--- src/rtl/bram_wr_fsm_if.sv ---
// Sample stream handshake plus BRAM write port and reader kick for bram_wr_fsm.
interface bram_wr_fsm_if #(
   parameter int DATA_W = 16,
   parameter int ADDR_W = 3
);
   logic              enable_i;
   logic              s_valid_i;
   logic [DATA_W-1:0] s_data_i;
   logic              s_ready_o;
   logic              wr_en_o;
   logic [ADDR_W-1:0] wr_addr_o;
   logic [DATA_W-1:0] wr_data_o;
   logic              control_o;
   logic              busy_o;

   modport master (
      output enable_i, output s_valid_i, output s_data_i,
      input  s_ready_o, input wr_en_o, input wr_addr_o, input wr_data_o,
      input  control_o, input busy_o
   );
   modport slave (
      input  enable_i, input s_valid_i, input s_data_i,
      output s_ready_o, output wr_en_o, output wr_addr_o, output wr_data_o,
      output control_o, output busy_o
   );
endinterface : bram_wr_fsm_if

--- src/rtl/clk_rstn_if.sv ---
// Clock and asynchronous active-low reset bundle shared by the BRAM producer and reader.
interface clk_rstn_if;
   logic clk_i;
   logic rstn_i;

   modport master (output clk_i, output rstn_i);
   modport slave  (input  clk_i, input  rstn_i);
endinterface : clk_rstn_if

--- src/rtl/bram_wr_fsm.sv ---
// Frame writer: stores DEPTH samples at BRAM addresses 0..DEPTH-1, kicks the reader, then holds off.
// Optional FRAME_CNT_EN adds a 16-bit wrapping frame counter output frame_cnt_o.
module bram_wr_fsm #(
   parameter int DATA_W      = 16,
   parameter int DEPTH       = 8,
   parameter int ADDR_W      = 3,
   parameter int HOLD_CYCLES = 48
) (
   clk_rstn_if.slave    cr,
   bram_wr_fsm_if.slave bus
`ifdef FRAME_CNT_EN
   ,
   output logic [15:0]  frame_cnt_o
`endif
);

   localparam int HOLD_W = $clog2(HOLD_CYCLES + 1);

   typedef enum logic [2:0] {
      ST_IDLE = 3'd0,
      ST_FILL = 3'd1,
      ST_LAST = 3'd2,
      ST_KICK = 3'd3,
      ST_HOLD = 3'd4
   } state_t;

   state_t              state_r;
   logic [ADDR_W-1:0]   idx_r;
   logic [HOLD_W-1:0]   hold_cnt_r;
   logic                s_ready_r;
   logic                wr_en_r;
   logic [ADDR_W-1:0]   wr_addr_r;
   logic [DATA_W-1:0]   wr_data_r;
   logic                control_r;
   logic                busy_r;

   // Frame sequencer; ready/busy are registered alongside the state so they decode it without
   // any combinational path from the stream inputs.
   always_ff @(posedge cr.clk_i or negedge cr.rstn_i) begin
      if (!cr.rstn_i) begin
         state_r    <= ST_IDLE;
         idx_r      <= {ADDR_W{1'b0}};
         hold_cnt_r <= {HOLD_W{1'b0}};
         s_ready_r  <= 1'b0;
         wr_en_r    <= 1'b0;
         wr_addr_r  <= {ADDR_W{1'b0}};
         wr_data_r  <= {DATA_W{1'b0}};
         control_r  <= 1'b0;
         busy_r     <= 1'b0;
      end else begin
         wr_en_r   <= 1'b0;
         control_r <= 1'b0;
         case (state_r)
            ST_IDLE: begin
               idx_r <= {ADDR_W{1'b0}};
               if (bus.enable_i) begin
                  state_r   <= ST_FILL;
                  s_ready_r <= 1'b1;
                  busy_r    <= 1'b1;
               end else begin
                  state_r   <= ST_IDLE;
                  s_ready_r <= 1'b0;
                  busy_r    <= 1'b0;
               end
            end
            ST_FILL: begin
               if (bus.s_valid_i && s_ready_r) begin
                  wr_en_r   <= 1'b1;
                  wr_addr_r <= idx_r;
                  wr_data_r <= bus.s_data_i;
                  // Index wraps to zero naturally after the last word of the frame.
                  idx_r     <= idx_r + ADDR_W'(1);
                  if (idx_r == ADDR_W'(DEPTH - 1)) begin
                     state_r   <= ST_LAST;
                     s_ready_r <= 1'b0;
                  end else begin
                     state_r   <= ST_FILL;
                  end
               end else begin
                  state_r <= ST_FILL;
               end
            end
            ST_LAST: begin
               state_r   <= ST_KICK;
               control_r <= 1'b1;
            end
            ST_KICK: begin
               state_r    <= ST_HOLD;
               hold_cnt_r <= {HOLD_W{1'b0}};
            end
            ST_HOLD: begin
               if (hold_cnt_r == HOLD_W'(HOLD_CYCLES - 1)) begin
                  hold_cnt_r <= {HOLD_W{1'b0}};
                  if (bus.enable_i) begin
                     state_r   <= ST_FILL;
                     s_ready_r <= 1'b1;
                  end else begin
                     state_r   <= ST_IDLE;
                     busy_r    <= 1'b0;
                  end
               end else begin
                  hold_cnt_r <= hold_cnt_r + HOLD_W'(1);
               end
            end
            default: begin
               state_r    <= ST_IDLE;
               idx_r      <= {ADDR_W{1'b0}};
               hold_cnt_r <= {HOLD_W{1'b0}};
               s_ready_r  <= 1'b0;
               busy_r     <= 1'b0;
            end
         endcase
      end
   end

`ifdef FRAME_CNT_EN
   logic [15:0] frame_cnt_r;

   // Completed-frame counter, stepping once per reader kick.
   always_ff @(posedge cr.clk_i or negedge cr.rstn_i) begin
      if (!cr.rstn_i) begin
         frame_cnt_r <= 16'd0;
      end else if (state_r == ST_KICK) begin
         frame_cnt_r <= frame_cnt_r + 16'd1;
      end else begin
         frame_cnt_r <= frame_cnt_r;
      end
   end

   assign frame_cnt_o = frame_cnt_r;
`endif

   assign bus.s_ready_o = s_ready_r;
   assign bus.wr_en_o   = wr_en_r;
   assign bus.wr_addr_o = wr_addr_r;
   assign bus.wr_data_o = wr_data_r;
   assign bus.control_o = control_r;
   assign bus.busy_o    = busy_r;

endmodule : bram_wr_fsm

--- src/flat_wrapper.sv ---
// flat-port wrapper written by rule: the top's interface ports become plain ports
module bram_wr_fsm_flat 
#(
   parameter int DATA_W      = 16,
   parameter int DEPTH       = 8,
   parameter int ADDR_W      = 3,
   parameter int HOLD_CYCLES = 48
)
  (cr_clk_i, cr_rstn_i, bus_enable_i, bus_s_valid_i, bus_s_data_i, bus_s_ready_o, bus_wr_en_o, bus_wr_addr_o, bus_wr_data_o, bus_control_o, bus_busy_o);
  clk_rstn_if cr_i ();
  bram_wr_fsm_if #(.DATA_W(DATA_W), .ADDR_W(ADDR_W)) bus_i ();
  input wire logic [$bits(cr_i.clk_i)-1:0] cr_clk_i;
  input wire logic [$bits(cr_i.rstn_i)-1:0] cr_rstn_i;
  input wire logic [$bits(bus_i.enable_i)-1:0] bus_enable_i;
  input wire logic [$bits(bus_i.s_valid_i)-1:0] bus_s_valid_i;
  input wire logic [$bits(bus_i.s_data_i)-1:0] bus_s_data_i;
  output wire logic [$bits(bus_i.s_ready_o)-1:0] bus_s_ready_o;
  output wire logic [$bits(bus_i.wr_en_o)-1:0] bus_wr_en_o;
  output wire logic [$bits(bus_i.wr_addr_o)-1:0] bus_wr_addr_o;
  output wire logic [$bits(bus_i.wr_data_o)-1:0] bus_wr_data_o;
  output wire logic [$bits(bus_i.control_o)-1:0] bus_control_o;
  output wire logic [$bits(bus_i.busy_o)-1:0] bus_busy_o;
  assign cr_i.clk_i = cr_clk_i;
  assign cr_i.rstn_i = cr_rstn_i;
  assign bus_i.enable_i = bus_enable_i;
  assign bus_i.s_valid_i = bus_s_valid_i;
  assign bus_i.s_data_i = bus_s_data_i;
  assign bus_s_ready_o = bus_i.s_ready_o;
  assign bus_wr_en_o = bus_i.wr_en_o;
  assign bus_wr_addr_o = bus_i.wr_addr_o;
  assign bus_wr_data_o = bus_i.wr_data_o;
  assign bus_control_o = bus_i.control_o;
  assign bus_busy_o = bus_i.busy_o;
  bram_wr_fsm #(.DATA_W(DATA_W), .DEPTH(DEPTH), .ADDR_W(ADDR_W), .HOLD_CYCLES(HOLD_CYCLES)) u_core (.cr(cr_i), .bus(bus_i));
endmodule
--- config.mk ---
export PLATFORM = sky130hd
export DESIGN_NAME = bram_wr_fsm_flat
export DESIGN_NICKNAME = d
export VERILOG_FILES = /design/src/rtl/bram_wr_fsm_if.sv /design/src/rtl/clk_rstn_if.sv /design/src/rtl/bram_wr_fsm.sv /design/src/flat_wrapper.sv
export SDC_FILE = /design/constraint.sdc
export NUM_CORES = 1
export LEC_CHECK = 0
export CORE_MARGIN = 4
export CORE_UTILIZATION = 40
export DETAILED_ROUTE_END_ITERATION = 16
export PLACE_DENSITY = 0.69
export SLEW_MARGIN = 30
export SYNTH_ARGS = -nofsm -noshare
export SYNTH_HDL_FRONTEND = slang
export SYNTH_SLANG_ARGS = --single-unit
--- constraint.sdc ---
create_clock -name cr_clk_i -period 2.3 [get_ports cr_clk_i]
set_input_delay 0.345 -clock cr_clk_i [delete_from_list [all_inputs] [get_ports cr_clk_i]]
set_output_delay 0.345 -clock cr_clk_i [all_outputs]
set_load 0.005 [all_outputs]
======== Word-level counts from Yosys, hierarchy flattened ========
Index checks and enable logic that the tools add are counted.
cells by class
  $add $sub $neg .......................... 2
  multiply operators ...................... 0
  div/mod/pow operators ................... 0
  $lt $le $gt $ge ......................... 0
  equal/unequal tests ..................... 11
  shifts and indexed selects .............. 0
  muxes and demuxes ....................... 21
  bitwise gates (word level) .............. 3
  reduce and logical (&&, ||, !) cells .... 10
operators by type and width
  cell                 count
  $pmux 3 s5           1
  $pmux 6 s2           1
  $mux 1               11
  $reduce_or 3->1      3
  $add 6x1->6 const B  1
  $eq 3x2->1 const B   2
  $eq 3x3->1 const B   2
  $eq 6x6->1 const B   1
  $mux 3               2
  $mux 6               1
  $ne 2x1->1 const B   3
  $pmux 3 s2           1
  $reduce_and 5->1     1
  $mux 2               2
  $ne 2x2->1 const B   2
  $pmux 1 s4           1
  $reduce_and 2->1     2
  $add 3x1->3 const B  1
  $eq 3x1->1 const B   1
  $logic_not 3->1      1
  $not 1->1            3
  $pmux 1 s3           1
  $reduce_and 3->1     1
  $reduce_or 2->1      1
  $logic_and 1x1->1    1
storage, ports and cells
  flip-flop bits (word level) ............. 35
  bits in latches ......................... 0
  bits in writable memories ............... 0
  ROM bits ................................ 0
  memories kept ........................... 0

======== Longest topological paths before layout ========
Gate-level depths: netlist of the first run.
  word-level depth ........................ 4
  depth in mapped cells ................... 6

======== Least setup slack after synthesis of the first run ========
Ideal clock, no wire load.
  path type ............................... register -> register
  start point ............................. register u_core.idx_r[0]
  end point ............................... register u_core.s_ready_r (netlist: u_core.bus.s_ready_o)
  arrival time ............................ 1.436 ns
  required time ........................... 2.235 ns
  path slack .............................. 0.799 ns
  stages on the path, launching flop included .. 7
  buffers on the path ..................... 0
  period minus slack after synthesis ...... 1.501 ns
  path through ............................ dfrtp_1 ha_1 ha_1 nand3_1 a222oi_1 mux2i_1 o21a_1
between the ends
  longest elaborated chain between the ends .. 3
RTL lines
  what                        line               RTL
  start, declared             bram_wr_fsm.sv:28  logic [ADDR_W-1:0] idx_r;
  start signal, assigned      bram_wr_fsm.sv:42  idx_r <= {ADDR_W{1'b0}};
  start signal, assigned      bram_wr_fsm.sv:55  idx_r <= {ADDR_W{1'b0}};
  start signal, assigned      bram_wr_fsm.sv:72  idx_r <= idx_r + ADDR_W'(1);
  $eq 3x3->1                  bram_wr_fsm.sv:73  if (idx_r == ADDR_W'(DEPTH - 1)) begin
  $ne 2x1->1 (no line)        --
  $reduce_and 5->1 (no line)  --
  end signal, assigned        bram_wr_fsm.sv:62  s_ready_r <= 1'b0;
  end signal, assigned        bram_wr_fsm.sv:75  s_ready_r <= 1'b0;
  end signal, assigned        bram_wr_fsm.sv:96  s_ready_r <= 1'b1;
  end, declared               bram_wr_fsm.sv:30  logic s_ready_r;
Every way passes these cells.
A chain may end at the register's enable or synchronous reset.

======== Worst setup path after layout of the first run ========
  start point ............................. register u_core.state_r[2]
  end point ............................... register u_core.wr_data_r[15] (netlist: u_core.bus.wr_data_o[15])
between the ends
  longest elaborated chain between the ends .. 2
RTL lines
  what                        line               RTL
  start, declared             bram_wr_fsm.sv:27  state_t state_r;
  start signal, assigned      bram_wr_fsm.sv:41  state_r <= ST_IDLE;
  start signal, assigned      bram_wr_fsm.sv:57  state_r <= ST_FILL;
  start signal, assigned      bram_wr_fsm.sv:61  state_r <= ST_IDLE;
  $eq 3x1->1                  bram_wr_fsm.sv:53  case (state_r)
  $reduce_and 2->1 (no line)  --
  end signal, assigned        bram_wr_fsm.sv:47  wr_data_r <= {DATA_W{1'b0}};
  end signal, assigned        bram_wr_fsm.sv:70  wr_data_r <= bus.s_data_i;
  end, declared               bram_wr_fsm.sv:33  logic [DATA_W-1:0] wr_data_r;
Every way passes these cells.

==> summary.txt, run 1 <==
Synthesized Nets: 146
Critical Path Sink Type: flip-flop
Clock Latency Late Sink: 0.28 ns
Die X: 69.6 µm
TritonCTS clock tree: built
Core Util, Final: 0.571
Lkg Pwr: 0.000892 µW
Reg-to-Reg Start: u_core.state_r[2]$_DFFE_PN0P_
Final cycle utilization of the critical path: 0.729
Clock Sinks: 35
CTS Buffer Depth: 2
CP Cell Sequence: nand2b_1, nor3_2, buf_4, mux2_2
Ys Warns: 0
Avg Cell Area, Syn: 12.3 µm²
H-tree lvl count: 2
Ant. Diodes: 0
Number of CTS-inserted buffers: 5
Initial core utilization: 0.415
Via count: 1093
Min cycle time layout: 1.68 ns
Seq/Total Area, Yosys: 0.577
Initial drt markers: 27
Most used routing layer: met2
Ys flop type: dfrtp_1
Mapped cell area: 0.00152 mm²
Final Net Count: 192
Hold crit path type: in2async
Critical path arrival: 1.84 ns
Post-synth EDFFs: 0
Largest cells by area after synthesis: dfrtp_1 (58%), mux2_2 (14%), ha_1 (2.5%), nor2_1 (2.5%), a21oi_1 (2.0%)
#FFs+latches synth: 35
Outcome: finished, final reports clean
Clock Tree Root: clkbuf_8
GP Congestion: 0.731
CP bufs+invs: 1
Cells after Synth: 123
Vias in the first global route: 1113
Critical path class: reg2reg
Num rows: 22
CP required: 2.46 ns
Routed wire length: 2910 µm
Cell Area, Placed: 0.00198 mm²
Number of library cell types mapped by synthesis: 28
IO Count: 43
Fmax: 597 MHz
Routed Antenna Nets: 0
Critical path depth: 4
Worst-Margin Slew: 0.451 ns
Post-DP HPWL: 2150 µm
Clk pin slew, worst setup/hold paths: 0.07 ns
Worst rel slew slack: 0.699
Drt first pass iters: 4
Crit-path leading delay family: flip-flops
Peak supply drop: 0.725 mV
CP max FO: 21
I/O Buffers: 42
Area Overhead vs Synth: 37.8%
First-pass GRT wire length: 5240 µm
Vias per Instance: 5.01
Fillers: 310
Reg2reg setup slack: 0.62 ns
Critical Path Max Stage Delay: 0.51 ns
# resized after CTS: 0
Initial antenna violation count: 0
Reg2Reg Depth: 4
Routed len/inst: 13.3 µm
Remaining DRCs: 0
Final Hold Viols: 0
Met1 Use GR: 0.167
Yosys top cell area share: 0.577
Critical-path top delay cell: dfrtp_1
Die height: 69.6 µm
Share of layout cells above drive strength 1: 0.182
Number of max-cap violations: 0
Pwr/cell area: 978 mW/mm²
Tot Pwr: 2050 µW
Unrepaired setup endpoints after global routing: false
TNS Setup: 0 ns
Hold-fix buffers, CTS: 0
Remaining Overflow, GRT: 0
Max-slew violations: 0
Largest area contributor in the netlist: dfrtp_1
Async S/R FF share, synth: 1.00
Setup Viol. Count Final: 0
Most common cell after layout, fill and taps aside: clkdlybuf4s50_1
Setup Buffers After CTS: 0
Worst Setup SP: u_core.state_r[2]$_DFFE_PN0P_
Tot GR Track Use: 0.132
GR Layer Usage met3: 0.0464
Pin count of the biggest net entering global routing: 36
CP startpoint kind: flip-flop
Met2 usage: 0.216
Die footprint: 0.00484 mm²
Worst r2r dst: u_core.bus.wr_data_o[15]$_DFFE_PN0P_
Post-Route Skew: 0.00992 ns
Most frequent cells in the layout: clkdlybuf4s50_1 (42), dfrtp_1 (35), mux2_2 (19), nor2_1 (10)
Final Instance Area: 0.00209 mm²
Core area: 0.00366 mm²
[through the flow]
stage / hold slack [ns] / instances / setup slack (ns)
after floorplan: 0.0494 / 123 / 0.799
after global placement: 0.478 / 210 / 0.412
after detailed placement: 0.495 / 210 / 0.370
after CTS: 0.487 / 218 / 0.622
after global routing: 0.532 / 218 / 0.520
final: 0.467 / 218 / 0.624
[registers in the layout, indices dropped and copies added, names as in the netlist]
signal                flops
u_core.bus.wr_data_o     16
u_core.hold_cnt_r         6
u_core.bus.wr_addr_o      3
u_core.idx_r              3
u_core.state_r            3
u_core.bus.busy_o         1
u_core.bus.control_o      1
u_core.bus.s_ready_o      1
u_core.bus.wr_en_o        1
[power by group]
| part | switching, µW | total [µW] | internal [µW] |
|---|---|---|---|
| sequential | 103 | 897 | 794 |
| combinational | 168 | 612 | 445 |
| clock | 214 | 536 | 322 |
[worst max path at each step]
| stage | end | slack, ns |
|---|---|---|
| 2_1_floorplan | u_core.bus.s_ready_o$_DFFE_PN0P_ | 0.80 |
| 3_3_place_gp | u_core.bus.wr_data_o[5]$_DFFE_PN0P_ | 0.41 |
| 3_5_place_dp | u_core.bus.wr_data_o[6]$_DFFE_PN0P_ | 0.37 |
| 4_1_cts | u_core.bus.wr_data_o[15]$_DFFE_PN0P_ | 0.62 |
| 5_1_grt | u_core.bus.wr_data_o[7]$_DFFE_PN0P_ | 0.52 |
| 6_report | u_core.bus.wr_data_o[15]$_DFFE_PN0P_ | 0.62 |
[synthesized netlist by cell type, types with 2 or more instances]
| master | number |
|---|---|
| a22oi_1 | 2 |
| o21ai_0 | 6 |
| a21oi_1 | 6 |
| or3b_1 | 2 |
| o21a_1 | 2 |
| buf_4 | 4 |
| ha_1 | 3 |
| nor3_1 | 4 |
| mux2i_1 | 2 |
| dfrtp_1 | 35 |
| nor2b_1 | 2 |
| nor2_1 | 10 |
| xnor2_1 | 2 |
| inv_1 | 2 |
| mux2_2 | 19 |
| o2bb2ai_1 | 3 |
| nand3_1 | 3 |
| nand2_1 | 6 |
[cell type report]
| type | instances | area (µm²) | area share |
|---|---|---|---|
| clock inverters | 3 | 43.8 | 0.0209 |
| inverters | 3 | 11.3 | 0.00539 |
| flip-flops and latches | 35 | 876 | 0.419 |
| multi-input cells | 80 | 596 | 0.285 |
| clock buffers | 5 | 68.8 | 0.0329 |
| well taps | 48 | 60.1 | 0.0287 |
| repair buffers | 44 | 435 | 0.208 |
[layer usage]
layer	up-vias	wire, µm
li1	527	-
met1	532	1250
met2	32	1470
met3	2	166
met4	0	20
met5	-	0
[logic make-up after synthesis]
| group | Yosys count | synth area share |
|---|---|---|
| buffers and inverters | 8 | 0.0305 |
| XOR/XNOR | 2 | 0.0115 |
| AND/OR/NAND/NOR | 30 | 0.0981 |
| multiplexers | 21 | 0.154 |
| AO/OA/AOI/OAI | 24 | 0.104 |
| flip-flops | 35 | 0.577 |
| adder cells (fa/ha/maj) | 3 | 0.0247 |
Note: power is estimated with default switching activity, not from simulation.
==> run 2, diff against run 1 <==
--- a/config.mk
+++ b/config.mk
@@ -8,7 +8,7 @@
 export CORE_MARGIN = 4
 export CORE_UTILIZATION = 40
 export DETAILED_ROUTE_END_ITERATION = 16
-export PLACE_DENSITY = 0.69
+export PLACE_DENSITY = 0.72
 export SLEW_MARGIN = 30
 export SYNTH_ARGS = -nofsm -noshare
 export SYNTH_HDL_FRONTEND = slang
==> constraint.sdc (replaced) <==
create_clock -name cr_clk_i -period 1.37 [get_ports cr_clk_i]
set_input_delay 0.2055 -clock cr_clk_i [delete_from_list [all_inputs] [get_ports cr_clk_i]]
set_output_delay 0.2055 -clock cr_clk_i [all_outputs]
set_load 0.005 [all_outputs]
==> run 2 against run 1 <==
  * The flow now finishes with violations (setup timing)
  * Clock power increased by 77%
  * Final area increased by 29%
  * Setup slack got worse by 0.76 ns
  * Die area unchanged
  * Utilization increased by 17 points
  * Sequential share of layout area decreased by 9.3 points
  * Clock skew decreased by 0.0037 ns
  * Register-to-register slack got worse by 0.76 ns
  * Maximum frequency increased by 11%
  * Non-clock buffer count increased by 42
  * Wire length increased by 48%
  * Critical endpoint is now u_core.bus.s_ready_o$_DFFE_PN0P_
==> summary.txt, run 2 (synthesis results as in run 1) <==
Outcome: finished, violations left
Failing checks: setup timing
Ant. Diodes: 0 (unchanged)
Clock Tree Root: clkbuf_8
Vias in the first global route: 1358 (+22%)
Fmax: 663 MHz (+11%)
Hold crit path type: in2async
I/O Buffers: 42 (unchanged)
Max-slew violations: 0 (unchanged)
Clk pin slew, worst setup/hold paths: 0.07 ns (about the same)
Drt first pass iters: 4 (unchanged)
Initial drt markers: 68 (+150%)
Number of CTS-inserted buffers: 5 (unchanged)
Routed wire length: 4320 µm (+48%)
Worst rel slew slack: 0.780 (+0.0806)
First-pass GRT wire length: 6690 µm (+28%)
Final cycle utilization of the critical path: 1.10 (+0.373)
Initial antenna violation count: 0 (unchanged)
Remaining DRCs: 0 (unchanged)
Number of max-cap violations: 0 (unchanged)
Die footprint: 0.00484 mm² (unchanged)
GP Congestion: 0.756 (+3.4%)
CP required: 1.59 ns (-0.87 ns)
Worst r2r dst: u_core.bus.s_ready_o$_DFFE_PN0P_
Pwr/cell area: 1440 mW/mm² (+47%)
CP startpoint kind: flip-flop
Placed insts: 233 (+11%)
Via count: 1317 (+20%)
Fillers: 235 (-24%)
Min cycle time layout: 1.51 ns (-0.167 ns)
Routed len/inst: 16.6 µm (+24%)
CTS Buffer Depth: 2 (unchanged)
Most frequent cells in the layout: buf_4 (39), dfrtp_1 (33), clkdlybuf4s50_1 (25), mux2_4 (19), dlymetal6s2s_1 (14)
TritonCTS clock tree: built
Num rows: 22 (unchanged)
Met2 usage: 0.296 (+0.0794)
Remaining Overflow, GRT: 0 (unchanged)
Initial core utilization: 0.415 (unchanged)
Reg2reg setup slack: -0.14 ns (-0.76 ns)
Core Util, Final: 0.737 (+0.165)
Final Hold Viols: 0 (unchanged)
Met1 Use GR: 0.220 (+0.0532)
Hold_ws: 0.291 ns (-0.175 ns)
Clock Sinks: 35 (unchanged)
Routed Antenna Nets: 0 (unchanged)
Most used routing layer: met2
Most common cell after layout, fill and taps aside: buf_4
Critical path arrival: 1.73 ns (-0.11 ns)
Core area: 0.00366 mm² (unchanged)
Worst Setup SP: u_core.idx_r[0]$_DFFE_PN0P_
Max reg flops: 16 (unchanged)
Worst setup margin: -0.139 ns (-0.763 ns)
Lkg Pwr: 0.00135 µW (+52%)
Tot GR Track Use: 0.172 (+0.0396)
Clock Latency Late Sink: 0.28 ns (about the same)
Pin count of the biggest net entering global routing: 36 (unchanged)
Final Net Count: 234 (+22%)
H-tree lvl count: 2 (unchanged)
Reg-to-Reg Start: u_core.idx_r[0]$_DFFE_PN0P_
Unrepaired setup endpoints after global routing: true
CP max FO: 2 (-90%)
GR Layer Usage met3: 0.0449 (-0.00145)
Critical Path Sink Type: flip-flop
TNS Setup: -2.19 ns (-2.19 ns)
Die X: 69.6 µm (unchanged)
Post-Route Skew: 0.00624 ns (-0.00368 ns)
Finished Layout Cells: 260 (+19%)
Share of layout cells above drive strength 1: 0.439 (+0.256)
Worst-Margin Slew: 0.330 ns (-0.121 ns)
Post-DP HPWL: 2470 µm (+15%)
Die height: 69.6 µm (unchanged)
Peak supply drop: 0.975 mV (+34%)
Critical path class: reg2reg
Area Overhead vs Synth: 77.7%
Setup Viol. Count Final: 27 (+27)
IO Count: 43 (unchanged)
Reg2Reg Depth: 6 (+2)
Crit path capture: u_core.bus.s_ready_o$_DFFE_PN0P_
Vias per Instance: 5.07 (+1.0%)
==> run 2: stage by stage <==
| step | power (µW) | instance area, µm² | worst slack, ns |
|---|---|---|---|
| after detailed placement | 2660 | 2200 | -0.271 |
| after floorplan | 1880 | 1540 | -0.103 |
| after global routing | 4070 | 2700 | -0.221 |
| final | 3870 | 2700 | -0.139 |
| after CTS | 3860 | 2520 | -0.207 |
| after global placement | 2620 | 2200 | -0.238 |
==> run 2: metal layers <==
layer,up-vias,wire length [µm],part of all wire
met5,-,0,0
li1,616,-,-
met4,0,12,0.0028
met3,3,241,0.056
met1,659,1790,0.41
met2,39,2280,0.53
==> run 2: critical path: stages (launching register included) <==
cell	delay [ns]
dfrtp_1	0.41
ha_4	0.16
ha_4	0.13
nand3_2	0.06
a222oi_1	0.33
mux2i_1	0.23
o21a_1	0.13
==> run 2: how the worst min path moves through the flow <==
stage	slack, ns	from	cells past startpoint	end
floorplan	-0.09	cr_rstn_i	0	u_core.bus.busy_o$_DFFE_PN0P_
global placement	0.47	u_core.hold_cnt_r[5]$_DFFE_PN0N_	1	u_core.hold_cnt_r[4]$_DFFE_PN0N_
detailed placement	0.50	u_core.bus.wr_data_o[13]$_DFFE_PN0P_	1	u_core.bus.wr_data_o[13]$_DFFE_PN0P_
CTS	0.30	cr_rstn_i	2	u_core.bus.busy_o$_DFFE_PN0P_
global route	0.32	cr_rstn_i	2	u_core.bus.s_ready_o$_DFFE_PN0P_
finish	0.29	cr_rstn_i	2	u_core.bus.s_ready_o$_DFFE_PN0P_
==> run 2: layout make-up <==
| cell class | count | area, µm² | area share |
|---|---|---|---|
| Clock buffer | 6 | 82.6 | 0.0306 |
| Clock inverter | 2 | 35.0 | 0.0130 |
| Inverter | 3 | 11.3 | 0.00418 |
| Multi-Input combinational cell | 80 | 795 | 0.295 |
| Sequential cell | 35 | 878 | 0.326 |
| Tap cell | 48 | 60.1 | 0.0223 |
| Timing Repair Buffer | 86 | 835 | 0.310 |
==> run 2: power breakdown <==
part | total (µW) | leakage [µW] | internal (µW) | switching [µW]
registers | 1520 | 0.000447 | 1330 | 187
logic | 1400 | 0.000846 | 993 | 409
clock network | 949 | 0.0000612 | 588 | 360
total | 3870 | 0.00135 | 2920 | 956
==> run 2: timing repair <==
item / CTS / global route
buffers inserted: 8 / 10
pin swaps: 12 / 4
gates resized for setup: 34 / 33
cloned: 1 / 0
hold buffers: 0 / 0
endpoints found under the setup margin: 32 / 45
==> run 3, diff against run 2 <==
--- a/config.mk
+++ b/config.mk
@@ -5,10 +5,10 @@
 export SDC_FILE = /design/constraint.sdc
 export NUM_CORES = 1
 export LEC_CHECK = 0
+export CAP_MARGIN = 20
 export CORE_MARGIN = 4
-export CORE_UTILIZATION = 40
+export CORE_UTILIZATION = 30
 export DETAILED_ROUTE_END_ITERATION = 16
-export PLACE_DENSITY = 0.72
 export SLEW_MARGIN = 30
 export SYNTH_ARGS = -nofsm -noshare
 export SYNTH_HDL_FRONTEND = slang
==> run 3 against run 2 <==
  * The flow still finishes with violations (setup timing)
  * Utilization down 22 points
  * Sequential share of layout area up 2.8 points
  * Power down 15%
  * Critical path depth unchanged
  * Clock skew down 0.0013 ns
  * Wire length down 12%
  * Cell count up 1.5%
  * Clock power down 22%
  * Sequential power about the same
  * Hold slack worse by 0.0092 ns
  * Non-clock buffer count down 15
  * Via count down 8.6%
  * Largest cell class unchanged
  * Largest power group unchanged
  * Highest routed layer unchanged
==> summary.txt, run 3 (synthesis results as in run 1) <==
Outcome: finished, violations left
Failing checks: setup timing
Core Util, Final: 0.515 (-0.221)
Worst rel slew slack: 0.751 (-0.0290)
Vias in the first global route: 1331 (-2.0%)
CP max FO: 2 (unchanged)
Most frequent cells in the layout: dfrtp_1 (33), buf_4 (26), clkdlybuf4s50_1 (20), mux2_2 (18), dlygate4sd2_1 (12)
Min cycle time layout: 1.49 ns (-0.0147 ns)
Clk pin slew, worst setup/hold paths: 0.07 ns (about the same)
Crit-path leading delay family: compound AO/OA/AOI/OAI gates
Initial drt markers: 45 (-34%)
Reg2Reg Depth: 6 (unchanged)
Most common cell after layout, fill and taps aside: dfrtp_1
CTS Buffer Depth: 2 (unchanged)
IO Count: 43 (unchanged)
Critical path class: reg2reg
CP startpoint kind: flip-flop
Area Overhead vs Synth: 63.6%
Initial antenna violation count: 0 (unchanged)
Remaining DRCs: 0 (unchanged)
Unrepaired setup endpoints after global routing: true
Final cycle utilization of the critical path: 1.09 (-0.0107)
Worst-Margin Slew: 0.374 ns (+0.0435 ns)
CP Cell Sequence: ha_4, ha_4, nand3_4, a222oi_1, mux2i_1, o21a_1
Tot GR Track Use: 0.132 (-0.0403)
Hold crit path type: in2async
Number of CTS-inserted buffers: 5 (unchanged)
Routed Antenna Nets: 0 (unchanged)
Vias per Instance: 4.56 (-10%)
Max-slew violations: 0 (unchanged)
Die footprint: 0.00626 mm² (+29%)
Clock Sinks: 35 (unchanged)
Worst slack, placed: -0.271 ns (+0.000107 ns)
Die height: 79.1 µm (+14%)
Critical-path top delay cell: dfrtp_1
Fmax: 669 MHz (+0.99%)
P_sw: 900 µW (-5.9%)
Hold-fix buffers, CTS: 0 (unchanged)
Tot Pwr: 3290 µW (-15%)
Post-Route Skew: 0.00492 ns (-0.00132 ns)
Pwr/cell area: 1320 mW/mm² (-7.8%)
Pin count of the biggest net entering global routing: 36 (unchanged)
Most used cell, CP: ha_4
Cell Int Power: 2390 µW (-18%)
Peak supply drop: 0.844 mV (-13%)
Lkg Pwr: 0.00120 µW (-12%)
Final Net Count: 219 (-6.4%)
Reg-to-Reg Start: u_core.idx_r[0]$_DFFE_PN0P_
Routed wire length: 3810 µm (-12%)
TritonCTS clock tree: built
CP bufs+invs: 0 (unchanged)
Via count: 1204 (-8.6%)
Clock Tree Root: clkbuf_8
Critical Path Max Stage Delay: 0.41 ns (about the same)
First-pass GRT wire length: 6220 µm (-6.9%)
Core area: 0.00482 mm² (+32%)
Number of max-cap violations: 0 (unchanged)
Die X: 79.1 µm (+14%)
Drt first pass iters: 4 (unchanged)
Setup Viol. Count Final: 24 (-11%)
Reg power frac: 0.458 (+0.065)
Critical Path Sink Type: flip-flop
Reg2reg setup slack: -0.12 ns (about the same)
GP Congestion: 0.754 (-0.26%)
H-tree lvl count: 2 (unchanged)
CP required: 1.60 ns (about the same)
Worst setup margin: -0.124 ns (+0.0147 ns)
Max reg flops: 16 (unchanged)
Num rows: 25 (+14%)
Clock Latency Late Sink: 0.29 ns (about the same)
Share of layout cells above drive strength 1: 0.396 (-0.0427)
Cell Area, Placed: 0.00220 mm² (about the same)
Sw Ratio: 0.274 (+0.0271)
Final Instance Area: 0.00248 mm² (-7.9%)
Ant. Diodes: 0 (unchanged)
Fillers: 436 (+86%)
Routed len/inst: 14.4 µm (-13%)
Clock network power share: 0.225 (-0.020)
Final Hold Viols: 0 (unchanged)
Critical path arrival: 1.72 ns (about the same)
I/O Buffers: 42 (unchanged)
Post-DP HPWL: 2720 µm (+9.9%)
Worst r2r dst: u_core.bus.s_ready_o$_DFFE_PN0P_
Remaining Overflow, GRT: 0 (unchanged)
Initial core utilization: 0.315 (-0.0995)
Comb pwr share: 0.317 (-0.045)
-- run 3: changes by cell type in the layout (fill, tap and decap cells not counted), sizes merged, moves of 2 or more --
cell	delta
dlymetal6s2s	-4
buf	-15
clkdlybuf4s50	-5
clkinvlp	+2
dlygate4sd2	+9
-- run 3: timing repair --
| item | CTS | global route |
|---|---|---|
| endpoints found under the setup margin | 40 | 37 |
| pin swaps | 11 | 6 |
| setup buffers | 8 | 0 |
| resized for setup | 30 | 20 |
-- run 3: cell type report --
class / count / area [µm²] / area share
well taps: 67 / 83.8 / 0.0338
multi-input cells: 80 / 743 / 0.299
flip-flops and latches: 35 / 878 / 0.354
clock inverters: 3 / 20.0 / 0.00806
clock buffers: 5 / 68.8 / 0.0277
repair buffers: 71 / 677 / 0.273
inverters: 3 / 11.3 / 0.00454
-- run 3: worst max-delay path by stage --
stage / start / to / slack (ns) / depth (start not counted)
2_1_floorplan: u_core.idx_r[0]$_DFFE_PN0P_ / u_core.bus.s_ready_o$_DFFE_PN0P_ / -0.10 / 6
3_3_place_gp: bus_s_valid_i / u_core.bus.wr_data_o[5]$_DFFE_PN0P_ / -0.24 / 5
3_5_place_dp: bus_s_valid_i / u_core.bus.wr_data_o[12]$_DFFE_PN0P_ / -0.27 / 5
4_1_cts: u_core.idx_r[1]$_DFFE_PN0P_ / u_core.bus.s_ready_o$_DFFE_PN0P_ / -0.16 / 6
5_1_grt: u_core.idx_r[0]$_DFFE_PN0P_ / u_core.bus.s_ready_o$_DFFE_PN0P_ / -0.23 / 6
6_report: u_core.idx_r[0]$_DFFE_PN0P_ / u_core.bus.s_ready_o$_DFFE_PN0P_ / -0.12 / 6
-- run 3: routing by layer --
metal | up-vias | GRT usage | share of wire
met4 | 0 | 0.0619 | 0.017
met3 | 6 | 0.0408 | 0.033
met2 | 22 | 0.229 | 0.57
met1 | 595 | 0.145 | 0.38
li1 | 581 | - | -
met5 | - | 0 | 0
-- run 3: power by group through the flow --
stage	clock, µW	combinational (µW)	sequential [µW]
4_1_cts	777	1090	1510
2_1_floorplan	0	353	1530
3_3_place_gp	0	1130	1510
5_1_grt	823	1140	1540
3_5_place_dp	0	1160	1520
6_report	739	1040	1500
-- run 3: through the flow --
| step | cells | setup TNS (ns) | hold slack [ns] |
|---|---|---|---|
| after floorplan | 123 | -0.103 | -0.0901 |
| after global placement | 249 | -5.00 | 0.483 |
| after detailed placement | 249 | -5.95 | 0.495 |
| after CTS | 265 | -0.563 | 0.280 |
| after global routing | 264 | -2.11 | 0.284 |
| final | 264 | -0.880 | 0.282 |
-- run 3: worst register-to-register path, stage by stage (launching register included) --
cell	delay (ns)
dfrtp_1	0.41
ha_4	0.16
ha_4	0.14
nand3_4	0.06
a222oi_1	0.32
mux2i_1	0.22
o21a_1	0.13
